$ cat src/rtl/idma_rd_2d_cmd_gen.sv
// 2D read command generator: splits a line/stride descriptor into bursts of at most MAX_CHUNK words.
// Define IDMA_RD_CMD_GEN_PERF_EN to build the command/stall performance counters.
module idma_rd_2d_cmd_gen #(
  parameter int unsigned MAX_CHUNK  = 16,
  parameter int unsigned WORD_BYTES = 32
) (
  input  logic        aclk,
  input  logic        aresetn,
  input  logic        cfg_start,
  input  logic        cfg_abort,
  input  logic [31:0] cfg_base_addr,
  input  logic [15:0] cfg_line_words,
  input  logic [15:0] cfg_line_num,
  input  logic [31:0] cfg_line_stride,
  input  logic        rd_addr_ready,
  output logic        rd_req,
  output logic [31:0] rd_addr,
  output logic [31:0] rd_num,
  output logic        busy,
  output logic        done,
  output logic [15:0] perf_cmd_cnt,
  output logic [15:0] perf_stall_cnt
);
  localparam logic [15:0] CHUNK = 16'(MAX_CHUNK);
  localparam logic [31:0] STEP  = 32'(MAX_CHUNK * WORD_BYTES);

  typedef enum logic [1:0] {IDLE, ISSUE, FIN} state_t;
  state_t state, state_nxt;

  logic [31:0] line_base, cur_addr, stride_q;
  logic [15:0] rem, line_left, words_q;
  logic        start_ok, push, last_chunk, empty_desc;

  assign start_ok   = (state == IDLE) & cfg_start & ~cfg_abort;
  assign empty_desc = (cfg_line_words == 16'd0) | (cfg_line_num == 16'd0);
  assign push       = (state == ISSUE) & rd_addr_ready;
  assign last_chunk = (rem <= CHUNK);

  assign rd_addr = cur_addr;
  assign rd_num  = {16'd0, last_chunk ? rem : CHUNK};

  always_ff @(posedge aclk or negedge aresetn) begin
    if (!aresetn) state <= IDLE;
    else          state <= state_nxt;
  end

  always_comb begin
    state_nxt = state;
    rd_req    = 1'b0;
    busy      = 1'b0;
    done      = 1'b0;
    case (state)
      IDLE: begin
        if (start_ok) state_nxt = empty_desc ? FIN : ISSUE;
      end
      ISSUE: begin
        busy   = 1'b1;
        rd_req = rd_addr_ready;
        if (cfg_abort)                                     state_nxt = IDLE;
        else if (push && last_chunk && line_left == 16'd1) state_nxt = FIN;
      end
      FIN: begin
        busy      = 1'b1;
        done      = 1'b1;
        state_nxt = IDLE;
      end
      default: state_nxt = IDLE;
    endcase
  end

  always_ff @(posedge aclk or negedge aresetn) begin
    if (!aresetn) begin
      line_base <= '0;
      cur_addr  <= '0;
      stride_q  <= '0;
      rem       <= '0;
      line_left <= '0;
      words_q   <= '0;
    end else if (start_ok) begin
      line_base <= cfg_base_addr;
      cur_addr  <= cfg_base_addr;
      stride_q  <= cfg_line_stride;
      rem       <= cfg_line_words;
      line_left <= cfg_line_num;
      words_q   <= cfg_line_words;
    end else if (push) begin
      if (!last_chunk) begin
        rem      <= rem - CHUNK;
        cur_addr <= cur_addr + STEP;
      end else if (line_left > 16'd1) begin
        // next line starts a fixed stride from the previous line start, not from cur_addr
        line_base <= line_base + stride_q;
        cur_addr  <= line_base + stride_q;
        rem       <= words_q;
        line_left <= line_left - 16'd1;
      end
    end
  end

`ifdef IDMA_RD_CMD_GEN_PERF_EN
  always_ff @(posedge aclk or negedge aresetn) begin
    if (!aresetn) begin
      perf_cmd_cnt   <= '0;
      perf_stall_cnt <= '0;
    end else if (start_ok) begin
      perf_cmd_cnt   <= '0;
      perf_stall_cnt <= '0;
    end else if (state == ISSUE) begin
      if (rd_addr_ready && perf_cmd_cnt != 16'hFFFF)    perf_cmd_cnt   <= perf_cmd_cnt + 16'd1;
      if (!rd_addr_ready && perf_stall_cnt != 16'hFFFF) perf_stall_cnt <= perf_stall_cnt + 16'd1;
    end
  end
`else
  assign perf_cmd_cnt   = '0;
  assign perf_stall_cnt = '0;
`endif

endmodule

$ cat config.mk
export PLATFORM = sky130hd
export DESIGN_NAME = idma_rd_2d_cmd_gen
export DESIGN_NICKNAME = d
export VERILOG_FILES = /design/src/rtl/idma_rd_2d_cmd_gen.sv
export SDC_FILE = /design/constraint.sdc
export NUM_CORES = 1
export LEC_CHECK = 0
export CORE_UTILIZATION = 40
export DETAILED_ROUTE_END_ITERATION = 6
export GPL_TIMING_DRIVEN = 0
export PLACE_DENSITY = 0.65
export SLEW_MARGIN = 20
export SYNTH_ARGS = -nofsm -noshare
export SYNTH_HDL_FRONTEND = slang
export SYNTH_SLANG_ARGS = --single-unit
$ cat constraint.sdc
create_clock -name aclk -period 3.4 [get_ports aclk]
set_input_delay 0.51 -clock aclk [delete_from_list [all_inputs] [get_ports aclk]]
set_output_delay 0.51 -clock aclk [all_outputs]
set_load 0.01 [all_outputs]
# == Yosys cells after proc, flatten, opt, wreduce, memory -nomap -nowiden ==
# Cells that the tools add are included.
# word_totals
reg_bits,146
latch_bits,0
mem_bits_rw,0
mem_bits_ro,0
out_inout_bits,99
word_cells,60
mem_count,0
# op_classes
addsub,4
multipliers,0
n_div,0
n_lt_le_gt_ge,2
n_eq_ne,6
n_shift,0
n_mux,24
bitwise,5
reduce_logical,12
# op_table
operator,count
$mux W32,7
$mux W16,9
$add A32 B10 Y32 const B,1
$add A32 B32 Y32,1
$logic_not A16 Y1,2
$eq A16 B1 Y1 const B,1
$gt A16 B1 Y1 const B,1
$le A16 B5 Y1 const B,1
$sub A16 B1 Y16 const B,1
$sub A16 B5 Y16 const B,1
$mux W2,4
$ne A3 B2 Y1 const B,2
$reduce_bool A2 Y1,3
$pmux W2 S2,1
$reduce_and A2 Y1,2
$and A1 B1 Y1,3
$mux W1,3
$reduce_and A3 Y1,1
$eq A2 B1 Y1 const B,1
$eq A2 B2 Y1 const B,1
$logic_and A1 B1 Y1,2
$logic_not A2 Y1,1
$ne A2 B2 Y1 const B,1
$reduce_or A2 Y1,1
other kinds (2),2

# == Depth between registers and ports, before layout ==
# Gate-level depths: netlist of the first run.
# logic_depth
word_depth,7
ltp_mapped,11
depth_no_buf,11

# == Worst setup path after synthesis of the first run ==
# Ideal clock, no wire load.
# synth_path
kind,reg-to-reg
from,reg line_left[4]
to,reg line_base[16]
setup_time_ns,0.128
arrival_time_ns,2.456
slack_ns,0.816
stages_incl_launch_ff,11
path_buffers,2
cell_sequence,dfrtp_1 -> or3_4 -> or4_1 -> buf_2 -> nor4_4 -> o21a_2 -> nor3_2 -> buf_6 -> or3_1 -> o21ai_0 -> a21oi_1
# synth_via
elab_chain_cells,3
# synth_rtl
item,line,source
from (decl),31,"logic [15:0] rem, line_left, words_q;"
from (signal assigned),84,line_left <= cfg_line_num;
from (signal assigned),95,line_left <= line_left - 16'd1;
$gt A16 B1 Y1,90,end else if (line_left > 16'd1) begin
$reduce_bool A2 Y1 (no source line),n/a,
$reduce_and A3 Y1 (no source line),n/a,
to (signal assigned),80,line_base <= cfg_base_addr;
to (signal assigned),92,line_base <= line_base + stride_q;
to (decl),30,"logic [31:0] line_base, cur_addr, stride_q;"
# Every way passes these cells.
# A chain may end at the register's enable or synchronous reset.

# == Worst setup path after layout of the first run ==
# layout_path
from,reg rem[6]
to,out rd_num[5]
# layout_via
elab_chain_cells,2
# layout_rtl
item,line,source
from (decl),31,
from (signal assigned),83,rem <= cfg_line_words;
from (signal assigned),88,rem <= rem - CHUNK;
from (signal assigned),94,rem <= words_q;
$le A16 B5 Y1,37,assign last_chunk = (rem <= CHUNK);
$mux W16,40,"assign rd_num = {16'd0, last_chunk ? rem : CHUNK};"
to (decl),18,"output logic [31:0] rd_num,"
# Every way passes these cells.

==> results of run 1 <==
## power groups by stage
stage | combinational [uW] | clock (uW) | sequential, uW
2_1_floorplan | 3990 | 0 | 3150
4_1_cts | 5700 | 1840 | 3260
3_5_place_dp | 5660 | 0 | 3280
6_report | 5770 | 1830 | 3280
5_1_grt | 6410 | 1930 | 3390
3_3_place_gp | 5580 | 0 | 3270
## flip-flops by register name (all words and copies together), names as in the netlist
register	count
stride_q	32
state	2
rd_addr	32
line_base	32
rem	16
line_left	16
words_q	16
## cell usage after synthesis (10+ instances only)
library cell,n,area share [%]
clkbuf_1,29,1.2
nand4_1,13,0.88
nor2_1,93,3.8
xnor2_1,29,2.7
and3_1,14,0.95
o21ai_0,77,4.2
o22ai_1,10,0.68
xor2_1,20,1.9
inv_1,19,0.77
nand3_1,23,1.2
a21o_1,21,1.7
nor4_1,17,1.1
dfrtp_1,146,39
a31oi_1,19,1.3
a21oi_1,106,5.7
buf_4,59,4.8
nor3_1,21,1.1
nand2_1,250,10
ha_1,39,5.3
o211ai_1,13,1.1
## timing repair
item                                   CTS  global route
endpoints found under the hold margin    0             0
setup endpoints to repair                6             6
resized for setup                        6             5
## per-stage QoR
step	hold slack, ns	setup TNS (ns)	setup slack (ns)	util, %
3_3_place_gp	0.450	-638.11	-4.38	49.7
3_5_place_dp	0.456	-0.690	-0.166	49.8
4_1_cts	0.0203	0	0.0249	52.3
2_1_floorplan	0.214	0	0.816	-
5_1_grt	0.0284	-0.0288	-0.0288	52.4
6_report	-0.000782	0	0.0780	52.4
## cell families (layout without fill, tap and decap cells)
family	after synthesis	after routing	share of synthesized area, %
AO/OA/AOI/OAI	301	301	19.7
XOR/XNOR	49	49	4.63
buffers and inverters	127	300	7.97
AND/OR/NAND/NOR	466	466	22.1
multiplexers	6	6	0.648
adder cells (fa/ha/maj)	40	40	5.49
flip-flops	146	146	39.4
other	1	58	0.0405
## worst max-delay path, stage by stage (launching register included)
cell and delay [ns]:
dfrtp_1 0.42, nor4_1 0.55, nand3_2 0.20, clkbuf_4 0.25
buf_2 0.26, nor2_1 0.14, clkdlybuf4s50_1 0.55
## cell type report
type                            instances  area (um2)  share of cell area, %
Buffer                                107         672                   5.66
Clock inverter                         14         133                   1.12
Clock buffer                           18         429                   3.62
Timing Repair Buffer                  142        1440                   12.2
Tap cell                              285         357                   3.01
Inverter                               19        71.3                  0.601
Sequential cell                       146        3650                   30.8
Multi-Input combinational cell        920        5100                   43.0
## routing by layer
metal	track usage, %	vias to the layer above	wire, um	part of all wire, %
met5	0	-	0	0
met2	42.7	368	14000	46
met4	9.10	0	777	2.6
met1	34.8	4192	13200	43
li1	-	4311	-	-
met3	4.51	58	2290	7.6
## worst max path at each step
stage | from | end | slack, ns | cells past startpoint
detailed placement | rem[10] | rd_num[0] | -0.17 | 8
finish | rem[6] | rd_num[5] | 0.08 | 6
global placement | aresetn | rd_addr[5] | -4.38 | 1
CTS | rem[10] | rd_num[5] | 0.02 | 8
floorplan | line_left[4] | line_base[16] | 0.82 | 10
global route | rem[6] | rd_num[5] | -0.03 | 6
==> impl_metrics.csv, run 1 <==
group,metric,value,unit
status,outcome,"finished with violations",
status,violations,"negative hold slack",
layout,fillers,2188,
sta,max_freq,301,MHz
grt,track_usage,26.1,%
critical_path,crit_arrival,2.81,ns
sta,hold_ws,-0.000782,ns
critical_path,ff2ff_setup_slack,0.17,ns
layout,fin_cells,1651,
sta,setup_viol,0,
grt,overflow,0,
clocking,clk_pin_slew_worst_paths,0.07,ns
critical_path,cp-start-kind,"register",
die,core,0.0226,mm2
sta,fin_crit_sh,97.7,%
power_and_ir_drop,p_per_area,917,mW/mm2
layout,layout.nets,1494,
critical_path,worstPathRequired,2.89,ns
power_and_ir_drop,p_comb_share,53.0,%
sta,finalCriticalPeriod,3.32,ns
routing,dr.pass1.iters,7,
clocking,clk-insertion-delay-late,0.44,ns
sta,hold_viol,1,
routing,routed_wl,30300,um
synthesis,synth-seq-cells,146,
power_and_ir_drop,ir_drop,0.000379,V
power_and_ir_drop,power.internal,6030,uW
power_and_ir_drop,power.switching,4850,uW
layout,drive_gt1_share,9.08,%
die,chipHeight,154,um
grt,grt_pass1_wl,47200,um
placement,place_inst,1620,
placement,gp_congestion,0.956,
die,die_width,154,um
critical_path,reg2reg_to,"rd_addr[30]",
synthesis,ys_warn_count,0,
critical_path,crit_type,"reg -> out",
clocking,numCtsBuffers,17,
synthesis,synthFlopType,"dfrtp_1",
grt,grt_pass1_vias,8398,
placement,io_buffers,141,
routing,ant_nets,0,
placement,dpl.hpwl,22500,um
clocking,h-tree-depth,4,
sta,finalClockSkew,0.00894,ns
critical_path,rr_startpoint,"stride_q[9]",
synthesis,seq_area_frac_synth,39.4,%
routing,remaining_drc_errors,0,
clocking,cts_tree,"built",
grt,grt_antenna_before_repair,0,
grt,grt_max_degree,86,
synthesis,syn_inst,1136,
critical_path,ff2ff_path_depth,11,
die,ios,200,
min_path,hp-class,"in -> async",
placement,place_area,0.0113,mm2
synthesis,synthesis.area,0.00926,mm2
synthesis,synth_edf_count,0,
power_and_ir_drop,p_total,10900,uW
clocking,cts-root-buf,"clkbuf_16",
routing,vias,8929,
synthesis,synth_cell_type_count,70,
routing,drt-initial-drc-count,818,
sta,relSlewSlack,33.9,%
layout,fin_area,0.0119,mm2
layout,n_antenna_cell,0,
power_and_ir_drop,seq_power_share,30.1,%
routing,post_drt_wl_per_cell,18.3,um
die,initial_core_util,40.9,%
clocking,cts_sinks,146,
layout,final_cell_mix,"nand2_1 (250), dfrtp_1 (146), clkdlybuf4s50_1 (140)",
critical_path,end_kind,"primary output",
sta,maxSlewViolCount,0,
layout,syn_to_final_growth,28.1,%
die,die_area,0.0238,mm2
power_and_ir_drop,p_leak,0.00537,uW
power_and_ir_drop,swShare,44.6,%
power_and_ir_drop,p_clk_share,16.9,%
layout,layout_commonest_cell,"nand2_1",
clocking,cts_setup_buffers,0,
clocking,cts_buffer_depth,2,
synthesis,synthArstFlopShare,100,%
sta,tightest_slew,0.992,ns
routing,via_per_inst,5.41,
synthesis,synth_area_per_cell,8.15,um2
flow_run,maxCapViolations,0,
clocking,hold_buffers,0,
die,num_rows,55,
critical_path,crit_path_max_fanout,10,
Power figures use the tool's default switching activity.
==> run 2, diff against run 1 <==
--- a/config.mk
+++ b/config.mk
@@ -8,7 +8,8 @@
 export CORE_UTILIZATION = 40
 export DETAILED_ROUTE_END_ITERATION = 6
 export GPL_TIMING_DRIVEN = 0
-export PLACE_DENSITY = 0.65
+export PLACE_DENSITY = 0.75
+export SKIP_CTS_REPAIR_TIMING = 1
 export SLEW_MARGIN = 20
 export SYNTH_ARGS = -nofsm -noshare
 export SYNTH_HDL_FRONTEND = slang
==> run 2 against run 1 <==
Net effect: the flow still finishes with violations (negative hold slack); power increased by 2.5%; register-to-register slack improved by 0.02 ns; clock-buffer cell count increased by 3; clock power increased by 9%; sequential power about the same; via count increased by 1.8%; flip-flop and latch count unchanged; largest power group unchanged; worst hold slack got worse by 0.0092 ns; final cell count unchanged; die area unchanged; sequential share of layout area decreased by 0.20 points; clock skew increased by 0.0039 ns.
==> impl_metrics.csv, run 2 (synthesis results as in run 1) <==
group,metric,value,unit
placement,dpl.hpwl,22100,um
layout,final_cell_mix,"nand2_1 (250), dfrtp_1 (146), clkdlybuf4s50_1 (140)",
grt,grt_max_degree,99,
power_and_ir_drop,p_per_area,934,mW/mm2
critical_path,cp-start-kind,"register",
sta,hold_viol,16,
routing,ant_nets,0,
critical_path,crit_arrival,2.75,ns
critical_path,worstPathRequired,2.89,ns
die,die_width,154,um
layout,layout_commonest_cell,"nand2_1",
critical_path,rr_startpoint,"line_base[9]",
critical_path,crit_path_max_fanout,10,
power_and_ir_drop,ir_drop,0.000348,V
die,core,0.0226,mm2
clocking,h-tree-depth,4,
critical_path,reg2reg_to,"rd_addr[28]",
routing,drt-initial-drc-count,845,
routing,routed_wl,29700,um
critical_path,ff2ff_path_depth,11,
clocking,numCtsBuffers,17,
layout,n_antenna_cell,0,
power_and_ir_drop,p_total,11100,uW
layout,drive_gt1_share,9.37,%
sta,fin_crit_sh,96.0,%
routing,via_per_inst,5.51,
die,chipHeight,154,um
layout,layout.nets,1495,
sta,finalClockSkew,0.0129,ns
status,outcome,"finished with violations",
status,violations,"negative hold slack",
sta,finalCriticalPeriod,3.26,ns
placement,gp_congestion,0.969,
flow_run,maxCapViolations,0,
clocking,cts-root-buf,"clkbuf_16",
sta,setup_viol,0,
clocking,clk-insertion-delay-late,0.43,ns
critical_path,end_kind,"primary output",
routing,dr.pass1.iters,7,
layout,post-route-util,52.7,%
min_path,hp-class,"in -> async",
routing,remaining_drc_errors,0,
grt,track_usage,25.4,%
routing,vias,9090,
clocking,cts_tree,"built",
die,num_rows,55,
grt,overflow,0,
routing,post_drt_wl_per_cell,18.0,um
sta,max_freq,306,MHz
power_and_ir_drop,p_leak,0.00541,uW
grt,grt_antenna_before_repair,0,
die,ios,200,
critical_path,ff2ff_setup_slack,0.19,ns
placement,io_buffers,141,
die,die_area,0.0238,mm2
grt,grt_pass1_wl,46500,um
sta,tightest_slew,1.02,ns
clocking,cts_sinks,146,
die,initial_core_util,40.9,%
clocking,cts_buffer_depth,2,
sta,hold_ws,-0.0100,ns
sta,maxSlewViolCount,0,
layout,syn_to_final_growth,28.9,%
grt,grt_pass1_vias,8834,
critical_path,crit_type,"reg -> out",
sta,relSlewSlack,32.0,%
clocking,clk_pin_slew_worst_paths,0.06,ns
## run 2: metrics by stage
stage	TNS, ns	setup WS, ns	std cells	area [um2]
2_1_floorplan	0	0.816	1193	9480
3_3_place_gp	-608.68	-4.18	1619	11200
3_5_place_dp	-0.287	-0.0915	1620	11300
4_1_cts	-2.78	-0.548	1651	11900
5_1_grt	-0.00669	-0.00669	1651	11900
6_report	0	0.136	1651	11900
## run 2: final cells by class
type	count	area [um2]
clock inverter	10	158
sequential	146	3650
fill	2081	10700
inverter	19	71.3
buffer	108	677
timing repair buffer	142	1440
multi-input combinational	920	5120
clock buffer	21	460
tap	285	357
## run 2: power breakdown
| group | internal [uW] | switching, uW | leakage [uW] |
|---|---|---|---|
| clock | 1260 | 740 | 0.000307 |
| sequential | 2560 | 743 | 0.00174 |
| combinational | 2470 | 3380 | 0.00337 |
| total | 6290 | 4860 | 0.00541 |
## run 2: critical path: stages (launching register included)
cell and delay [ns]:
dfrtp_1 0.40, nor4_2 0.33, a21o_1 0.23, and3_2 0.25, clkbuf_4 0.24, buf_4 0.20
and2_1 0.14, clkdlybuf4s50_1 0.53
## run 2: worst max-delay path by stage
| stage | start | cells past startpoint | slack (ns) | endpoint |
|---|---|---|---|---|
| after floorplan | line_left[4] | 10 | 0.82 | line_base[16] |
| after global placement | aresetn | 1 | -4.18 | stride_q[5] |
| after detailed placement | rem[10] | 8 | -0.09 | rd_num[0] |
| after CTS | rem[10] | 8 | -0.55 | rd_num[0] |
| after global routing | rem[10] | 8 | -0.007 | rd_num[0] |
| final | rem[0] | 7 | 0.14 | rd_num[0] |
## run 2: per-layer routing
metal	global-route usage [%]	wire length [um]	part of all wire [%]
met1	30.8	11900	40
met4	12.3	1280	4.3
met2	41.9	13900	47
met3	6.68	2670	9.0
met5	0	0	0
==> run 3, diff against run 2 <==
==> constraint.sdc (replaced) <==
create_clock -name aclk -period 3.4 [get_ports aclk]
set_input_delay 0.51 -clock aclk [delete_from_list [all_inputs] [get_ports aclk]]
set_output_delay 0.51 -clock aclk [all_outputs]
set_load 0.005 [all_outputs]
==> run 3 against run 2 <==
Net effect: the flow still finishes with violations (negative hold slack); register-to-register slack about the same; non-clock buffer count unchanged; via count increased by 0.31%; maximum frequency decreased by 0.27%; final cell count unchanged; critical path depth unchanged; largest power group unchanged; die area unchanged; flip-flop and latch count unchanged; sequential share of layout area unchanged; largest cell class unchanged; setup slack got worse by 0.0088 ns; utilization unchanged.
==> impl_metrics.csv, run 3 (synthesis results as in run 1) <==
group,metric,value,unit
routing,vias,9118,
min_path,hp-class,"in -> async",
clocking,cts_sinks,146,
power_and_ir_drop,ir_drop,0.000348,V
die,initial_core_util,40.9,%
die,core,0.0226,mm2
routing,via_per_inst,5.52,
critical_path,slowest_stage,"clkdlybuf4s50_1",
sta,maxSlewViolCount,0,
grt,grt_antenna_before_repair,0,
power_and_ir_drop,seq_power_share,29.8,%
grt,grt_pass1_vias,8834,
power_and_ir_drop,p_per_area,927,mW/mm2
layout,fin_cells,1651,
power_and_ir_drop,p_leak,0.00541,uW
critical_path,end_kind,"primary output",
sta,finalClockSkew,0.0141,ns
layout,fin_area,0.0119,mm2
layout,layout.nets,1495,
grt,overflow,0,
layout,n_antenna_cell,0,
routing,ant_nets,0,
placement,io_buffers,141,
die,num_rows,55,
sta,setup_viol,0,
sta,relSlewSlack,33.0,%
critical_path,cp_slowest_stage_delay,0.50,ns
critical_path,crit_type,"reg -> out",
sta,setup_ws,0.128,ns
placement,gp_congestion,0.969,
power_and_ir_drop,power.internal,6280,uW
die,die_width,154,um
power_and_ir_drop,p_comb_share,52.1,%
layout,fillers,2081,
layout,layout_commonest_cell,"nand2_1",
placement,pre_cts_slack,-0.0571,ns
clocking,cts_buffer_depth,2,
layout,register_area,0.00365,mm2
power_and_ir_drop,p_total,11100,uW
grt,track_usage,25.4,%
clocking,numCtsBuffers,17,
critical_path,crit_buf_inv,3,
clocking,cts-root-buf,"clkbuf_16",
status,violations,"negative hold slack",
die,chipHeight,154,um
critical_path,critPathTopFamily,"buffers and inverters",
grt,grt_pass1_wl,46500,um
critical_path,ff2ff_setup_slack,0.20,ns
critical_path,crit_top_cell,"clkbuf_4",
routing,post_drt_wl_per_cell,18.0,um
clocking,cts_tree,"built",
clocking,clk_pin_slew_worst_paths,0.06,ns
critical_path,worstPathRequired,2.89,ns
sta,max_freq,306,MHz
layout,drive_gt1_share,9.37,%
placement,dpl.hpwl,22100,um
layout,multi_input_area,0.00512,mm2
routing,dr.pass1.iters,5,
power_and_ir_drop,swShare,43.2,%
power_and_ir_drop,p_clk_share,18.1,%
clocking,h-tree-depth,4,
die,ios,200,
layout,post-route-util,52.7,%
routing,remaining_drc_errors,0,
sta,hold_viol,33,
flow_run,maxCapViolations,0,
sta,hold_ws,-0.0116,ns
grt,grt_max_degree,99,
routing,routed_wl,29700,um
critical_path,crit_path_max_fanout,10,
placement,place_inst,1620,
sta,tightest_slew,1.00,ns
critical_path,crit_arrival,2.76,ns
placement,place_area,0.0113,mm2
sta,fin_crit_sh,96.2,%
routing,drt-initial-drc-count,845,
critical_path,cp_cell_sequence,"nor4_2, a21o_1, and3_2, clkbuf_4, clkbuf_4, and2_1, clkdlybuf4s50_1",
layout,syn_to_final_growth,28.9,%
status,outcome,"finished with violations",
critical_path,cp-start-kind,"register",
layout,final_cell_mix,"nand2_1 (250), dfrtp_1 (146), clkdlybuf4s50_1 (140)",
clocking,clk-insertion-delay-late,0.43,ns
die,die_area,0.0238,mm2
power_and_ir_drop,power.switching,4780,uW
sta,finalCriticalPeriod,3.27,ns
[run 3: cell count changes in the layout (fill, tap and decap cells not counted), sizes merged]
cell,delta
buf,-1
clkbuf,+1
[run 3: final timing paths]
path | start | depth (start not counted) | end
max reg2reg | line_base[9] | 11 | rd_addr[28]
min reg2reg | words_q[2] | 2 | words_q[2]
max | rem[0] | 7 | rd_num[0]
min in group aclk | words_q[2] | 2 | words_q[2]
min | aresetn | 1 | stride_q[30]
max in group asynchronous | aresetn | 2 | line_base[15]
[run 3: power by group through the flow]
stage               registers [uW]  clock network (uW)  logic, uW
floorplan                     3080                   0       3960
global placement              3260                   0       5430
detailed placement            3280                   0       5570
CTS                           3260                2010       5640
global route                  3400                2080       6340
finish                        3300                2000       5760
[run 3: through the flow]
step / TNS, ns / hold WS, ns
5_1_grt: -0.00779 / 0.0124
3_5_place_dp: -0.147 / 0.447
3_3_place_gp: -608.55 / 0.451
6_report: 0 / -0.0116
4_1_cts: -2.57 / -0.000577
2_1_floorplan: 0 / 0.214
[run 3: final cells by class]
class / instances / share of cell area [%]
plain buffers: 108 / 5.67
clock buffers: 21 / 3.86
clock inverters: 10 / 1.32
inverters: 19 / 0.597
multi-input cells: 920 / 42.9
flip-flops and latches: 146 / 30.6
well taps: 285 / 2.99
repair buffers: 142 / 12.1
[run 3: layer usage]
| layer | routed length (um) | global-route usage, % | vias up |
|---|---|---|---|
| li1 | - | - | 4314 |
| met1 | 11700 | 30.8 | 4259 |
| met2 | 13900 | 41.9 | 470 |
| met3 | 2840 | 6.68 | 75 |
| met4 | 1230 | 12.3 | 0 |
| met5 | 0 | 0 | - |
[run 3: worst register-to-register path: stages, from the launching register on]
cell	delay (ns)
dfrtp_1	0.40
ha_1	0.29
clkbuf_1	0.20
a21o_1	0.22
a21o_1	0.17
a211o_1	0.28
a21oi_1	0.35
a211oi_1	0.18
o21ai_1	0.38
a31oi_1	0.23
xnor2_1	0.19
a22oi_1	0.21
